File: config.mk
export PLATFORM = sky130hd
export DESIGN_NAME = mem_access_ctrl
export DESIGN_NICKNAME = d
export VERILOG_FILES = /design/src/rtl/mem_ctrl_pkg.sv /design/src/rtl/mem_timeout_ctr.sv /design/src/rtl/mem_access_ctrl.sv
export SDC_FILE = /design/constraint.sdc
export NUM_CORES = 1
export LEC_CHECK = 0
export CAP_MARGIN = 25
export CORE_UTILIZATION = 34
export DETAILED_ROUTE_END_ITERATION = 16
export GPL_TIMING_DRIVEN = 0
export PLACE_DENSITY = 0.66
export SKIP_CTS_REPAIR_TIMING = 1
export SLEW_MARGIN = 20
export SYNTH_ARGS = -nofsm -noshare
export SYNTH_HDL_FRONTEND = slang
export SYNTH_SLANG_ARGS = --single-unit
export TNS_END_PERCENT = 5
File: constraint.sdc
create_clock -name clk -period 2.2 [get_ports clk]
set_clock_uncertainty 0.15 [all_clocks]
set_input_delay 0.33 -clock clk [delete_from_list [all_inputs] [get_ports clk]]
set_output_delay 0.33 -clock clk [all_outputs]
set_load 0.01 [all_outputs]
File: src/rtl/mem_ctrl_pkg.sv
// Shared definitions for the MEM-stage data-memory access controller.
//   mem_state_t : controller FSM states (IDLE, BUSY, DONE)
//   MEM_ADDR_W  : default address width
//   MEM_DATA_W  : default data width
//   MEM_TIMEOUT : default number of BUSY cycles allowed before abandoning
//   ctr_width() : width of a counter able to hold 0..t
package mem_ctrl_pkg;

  localparam int MEM_ADDR_W  = 32;
  localparam int MEM_DATA_W  = 32;
  localparam int MEM_TIMEOUT = 255;

  typedef enum logic [1:0] {
    IDLE = 2'd0,
    BUSY = 2'd1,
    DONE = 2'd2
  } mem_state_t;

  function automatic int ctr_width(input int t);
    return $clog2(t + 1);
  endfunction

endpackage

File: src/rtl/mem_timeout_ctr.sv
// Timeout down-counter for the memory access controller.
//   clk     : clock, rising edge
//   rst_n   : asynchronous active-low reset (count forced to 0)
//   clr     : reload the counter with TIMEOUT-1 (start of a transaction)
//   en      : decrement by one (another BUSY cycle without ack)
//   expired : count has reached 0, i.e. the current BUSY cycle is the last
//             one allowed
// The count never wraps: it stops at zero, and the controller leaves BUSY
// in the cycle 'expired' is seen.
module mem_timeout_ctr
  import mem_ctrl_pkg::*;
#(
  parameter int TIMEOUT = MEM_TIMEOUT
) (
  input  logic clk,
  input  logic rst_n,
  input  logic clr,
  input  logic en,
  output logic expired
);

  localparam int CTR_W = ctr_width(TIMEOUT);
  localparam logic [CTR_W-1:0] LOAD_VAL = CTR_W'(TIMEOUT - 1);

  logic [CTR_W-1:0] count_q;
  logic [CTR_W-1:0] count_d;

  always_comb begin
    count_d = count_q;
    if (clr) begin
      count_d = LOAD_VAL;
    end else if (en && (count_q != '0)) begin
      count_d = count_q - CTR_W'(1);
    end
  end

  always_ff @(posedge clk or negedge rst_n) begin
    if (!rst_n) begin
      count_q <= '0;
    end else begin
      count_q <= count_d;
    end
  end

  // Loaded with TIMEOUT-1 on entry, so zero is reached in the TIMEOUT-th
  // BUSY cycle.
  assign expired = (count_q == '0);

endmodule

File: src/rtl/mem_access_ctrl.sv
// MEM-stage data-memory access controller.
// Turns single-cycle load/store requests into a req/ack transaction with a
// variable-latency memory, stalls the pipeline while the transaction is
// outstanding, and reports a memory that never answers.
// Pipeline side:
//   mem_rd, mem_wr      : load / store request (store wins if both high)
//   mem_addr, mem_wdata : access address and store data
//   mem_rdata           : registered load result (0 after a timeout)
//   mem_stall           : combinational stall to the hazard unit
//   mem_alert           : registered one-cycle timeout pulse
// Memory side:
//   dm_req, dm_we, dm_addr, dm_wdata : registered transaction request
//   dm_ack, dm_rdata                 : completion and read data
// Clocking: clk rising edge, rst_n asynchronous active-low.
module mem_access_ctrl
  import mem_ctrl_pkg::*;
#(
  parameter int ADDR_W  = MEM_ADDR_W,
  parameter int DATA_W  = MEM_DATA_W,
  parameter int TIMEOUT = MEM_TIMEOUT
) (
  input  logic              clk,
  input  logic              rst_n,
  input  logic              mem_rd,
  input  logic              mem_wr,
  input  logic [ADDR_W-1:0] mem_addr,
  input  logic [DATA_W-1:0] mem_wdata,
  output logic [DATA_W-1:0] mem_rdata,
  output logic              mem_stall,
  output logic              mem_alert,
  output logic              dm_req,
  output logic              dm_we,
  output logic [ADDR_W-1:0] dm_addr,
  output logic [DATA_W-1:0] dm_wdata,
  input  logic              dm_ack,
  input  logic [DATA_W-1:0] dm_rdata
);

  mem_state_t        state_q, state_d;
  logic              dm_req_q, dm_req_d;
  logic              dm_we_q, dm_we_d;
  logic [ADDR_W-1:0] dm_addr_q, dm_addr_d;
  logic [DATA_W-1:0] dm_wdata_q, dm_wdata_d;
  logic [DATA_W-1:0] mem_rdata_q, mem_rdata_d;
  logic              mem_alert_q, mem_alert_d;

  logic              ctr_clr;
  logic              ctr_en;
  logic              ctr_expired;
  logic              req_in;

  assign req_in = mem_rd | mem_wr;

  mem_timeout_ctr #(
    .TIMEOUT (TIMEOUT)
  ) u_timeout_ctr (
    .clk     (clk),
    .rst_n   (rst_n),
    .clr     (ctr_clr),
    .en      (ctr_en),
    .expired (ctr_expired)
  );

  always_comb begin
    state_d     = state_q;
    dm_req_d    = dm_req_q;
    dm_we_d     = dm_we_q;
    dm_addr_d   = dm_addr_q;
    dm_wdata_d  = dm_wdata_q;
    mem_rdata_d = mem_rdata_q;
    mem_alert_d = 1'b0;
    ctr_clr     = 1'b0;
    ctr_en      = 1'b0;

    case (state_q)
      IDLE: begin
        if (req_in) begin
          dm_addr_d  = mem_addr;
          dm_wdata_d = mem_wdata;
          dm_we_d    = mem_wr;
          dm_req_d   = 1'b1;
          ctr_clr    = 1'b1;
          state_d    = BUSY;
        end
      end
      BUSY: begin
        // An ack in the final allowed cycle still completes normally.
        if (dm_ack) begin
          if (!dm_we_q) begin
            mem_rdata_d = dm_rdata;
          end
          dm_req_d = 1'b0;
          state_d  = DONE;
        end else if (ctr_expired) begin
          dm_req_d    = 1'b0;
          mem_rdata_d = '0;
          mem_alert_d = 1'b1;
          state_d     = DONE;
        end else begin
          ctr_en = 1'b1;
        end
      end
      DONE: begin
        // The request inputs still show the finished instruction here;
        // they must not start a second transaction.
        state_d = IDLE;
      end
      default: begin
        state_d  = IDLE;
        dm_req_d = 1'b0;
      end
    endcase
  end

  always_ff @(posedge clk or negedge rst_n) begin
    if (!rst_n) begin
      state_q     <= IDLE;
      dm_req_q    <= 1'b0;
      dm_we_q     <= 1'b0;
      dm_addr_q   <= '0;
      dm_wdata_q  <= '0;
      mem_rdata_q <= '0;
      mem_alert_q <= 1'b0;
    end else begin
      state_q     <= state_d;
      dm_req_q    <= dm_req_d;
      dm_we_q     <= dm_we_d;
      dm_addr_q   <= dm_addr_d;
      dm_wdata_q  <= dm_wdata_d;
      mem_rdata_q <= mem_rdata_d;
      mem_alert_q <= mem_alert_d;
    end
  end

  // Stall already in the cycle a request first appears: the hazard unit
  // is combinational and the stage has to hold that instruction.
  assign mem_stall = ((state_q == IDLE) && req_in) || (state_q == BUSY);

  assign dm_req    = dm_req_q;
  assign dm_we     = dm_we_q;
  assign dm_addr   = dm_addr_q;
  assign dm_wdata  = dm_wdata_q;
  assign mem_rdata = mem_rdata_q;
  assign mem_alert = mem_alert_q;

endmodule

==> metrics.md <==
| Metric | Value |
|---|---|
| Tot GR Track Use | `0.167` |
| Final Max Slew Viols | `0` |
| Ys Warns | `0` |
| F_max | `0.479 GHz` |
| Final GP Congestion | `0.826` |
| Initial antenna violation count | `0` |
| Utilization after layout | `0.559` |
| Ys flop type | `dfrtp_1` |
| HP Class | `reg -> reg` |
| Status | `completed` |
| Vias in the first global route | `3,440` |
| R2R setup slack | `110 ps` |
| Unique cell type count in the Yosys netlist | `39` |
| WHS Endpoint | `dm_wdata[23]` |
| Clock-pin slew on the worst setup and hold paths | `70 ps` |
| First-pass GRT wire length | `18,400 microns` |
| FF-to-FF Start | `u_timeout_ctr.count_q[0]` |
| PortBufs | `200` |
| CP delay by family, top | `compound AO/OA/AOI/OAI gates` |
| Filler cells | `1,036` |
| Via count | `3,368` |
| Hold path startpoint | `dm_wdata[23]` |
| Crit path buffers/inverters | `2` |
| Post-synth top area share | `0.600` |
| Iteration-0 DRC Markers | `roughly 140` |
| Actual slew at the worst max-slew pin | `542 ps` |
| VDD IR max | `0.000626 V` |
| I/O pin count | `201` |
| Routed len/inst | `16.0 microns` |
| Largest net degree at the start of global routing | `61` |
| EDFF count, synth | `0` |
| Worst-path cell chain | `inv_2 -> ha_1 -> nor4b_4 -> a31oi_4 -> buf_6 -> a221o_1` |
| Core area | `12,800 sq um` |
| Critical path endpoint category | `flop` |
| Clock buffer count from CTS | `9` |
| DRC errors left | `0` |
| Register area share after synthesis | `0.600` |
| Hold Path Depth | `1` |
| Area Overhead vs Synth | `57.6%` |
| Pre-CTS WS | `-69.3 ps` |
| Vias per cell | `~4.8` |
| H-Tree Depth | `3` |
| Max-Cap Viols | `0` |
| First-pass detailed-route iteration total | `4` |
| Crit path required time | `2280 ps` |
| Row count | `41` |
| Post-Layout Inst Area | `7160 sq um` |
| Die W | `around 120 microns` |
| Total Nets Final | `628` |
| Leak pwr | `around 2.8 nW` |
| Syn_nets | `415` |
| Die area | `roughly 14,000 sq um` |
| CTS Buffer Depth | `2` |
| Final Power | `9.71 mW` |
| Non-Filler Instances | `702` |
| # diodes | `0` |
| Top post-synthesis cells by area | `dfrtp_1 (60%), mux2_2 (15%), a221o_1 (6.6%), and2_1 (4.5%), buf_6 (2.2%)` |
| CP Launch Type | `flop` |
| Register area | `around 2700 sq um` |
| Routed WL | `between 10,000 and 15,000 microns` |
| Clk sinks | `109` |
| Die extent in y | `118 microns` |
| Multi-input gate area | `1670 sq um` |
| Setup Crit Path Kind | `reg -> reg` |
| Gr ovfl total | `0` |
| TritonCTS clock tree | `built` |
| Commonest non-fill, non-tap cell in the layout | `clkdlybuf4s50_1` |
| Setup tns final | `0 ps` |
| Antenna-violating nets left | `0` |
| Clock Latency Late Sink | `340 ps` |
| Clock root buffer | `clkbuf_16` |
| Final WS setup | `roughly 110 ps` |
| Setup violators final | `0` |
| Slowest stage delay, CP | `440 ps` |
| Critical Path Source | `u_timeout_ctr.count_q[0]` |
| Initial Util | `0.355` |
| Cells after DPL | `a little under 700` |
| Final period util | `0.950` |
| Placed inst area | `6790 sq um` |
| FFs w/ async S/R, synth | `1.00` |
| Max-slew headroom | `0.633` |
| RSZ-0062 raised after global routing | `yes` |
| Syn Area/Cell | `14.6 sq um` |
| Reg2reg path depth | `6` |
| Most frequent cells in the layout | `clkdlybuf4s50_1 (198), dfrtp_1 (109), mux2_2 (59)` |
| WHS | `336 ps` |
| Detailed placement HPWL | `8450 microns` |
| FF-to-FF End | `mem_rdata[28]` |
| Layout cell share with drive strength beyond 1 | `0.194` |
| Period minus WS final | `2090 ps` |
| Slowest cell on the critical path | `dfrtp_1` |
| Mapped Area | `4550 sq um` |
| CP Data Arrival Time | `2170 ps` |
| Syn Inst Count | `312` |
| Power per cell area | `1360 nW/um^2` |
| Largest fanout on the critical path | `10` |
| Yosys top cell by area | `dfrtp_1` |
| Final hold vios | `0` |
| Seq cells post-synth | `109` |
[final cells by class]
| class | instances | area share |
|---|---|---|
| Buffer | 18 | 0.0203 |
| Clock buffer | 11 | 0.0353 |
| Timing Repair Buffer | 202 | 0.285 |
| Sequential cell | 109 | 0.381 |
| Multi-Input combinational cell | 182 | 0.232 |
| Inverter | 3 | 0.00157 |
| Clock inverter | 5 | 0.0145 |
| Tap cell | 172 | 0.0300 |
[sequential cells by signal (all words and copies together) (netlist names)]
name                   cells
u_timeout_ctr.count_q      8
mem_rdata                 32
dm_we                      1
mem_alert                  1
dm_addr                   32
dm_req                     1
dm_wdata                  32
state_q                    2
[Yosys cell counts, types with 2 or more instances]
library cell  count
dfrtp_1         109
mux2_2           59
and2_1           33
a221o_1          30
buf_6             9
mux2_1            7
a21oi_1           6
buf_2             6
mux2i_1           4
clkbuf_1          3
inv_1             3
nand2_1           3
nand3_1           3
nor2_1            3
o211ai_1          3
a21boi_0          2
a221o_2           2
ha_1              2
nor3_1            2
nor3_2            2
nor4_1            2
o31ai_1           2
[kinds of logic (layout without fill, tap and decap cells)]
family                     count (synthesis)  after routing  synth area share
AOI/OAI and AO/OA                         49             49            0.0996
adders and majority gates                  2              2           0.00550
buffers and inverters                     21            239            0.0338
DFF                                      109            109             0.600
muxes                                     70             70             0.172
and+or+nand+nor                           61             61            0.0889
[metal layers]
layer  vias to the layer above  share of wire  track usage
met1                      1638           0.43        0.210
met5                         -              0            0
li1                       1589              -            -
met2                       120           0.49        0.275
met4                         0          0.026       0.0713
met3                        21          0.050       0.0378
[worst max path at each step]
stage / slack (ps) / to / depth (start not counted)
floorplan: 320 / mem_rdata[10] / 6
finish: 110 / mem_rdata[28] / 6
global placement: -3570 / dm_addr[31] / 1
detailed placement: -70 / dm_addr[14] / 7
global route: -7 / mem_rdata[24] / 6
CTS: -80 / mem_stall / 6
[where the power goes]
group          total (mW)  internal, mW  switching, mW  leakage [nW]
Clock                1.89          1.18          0.714         0.176
Combinational        4.47          2.77           1.70          1.47
Sequential           3.35          2.86          0.495          1.20
Total                9.71          6.80           2.91          2.84
Power figures use the tool's default switching activity.
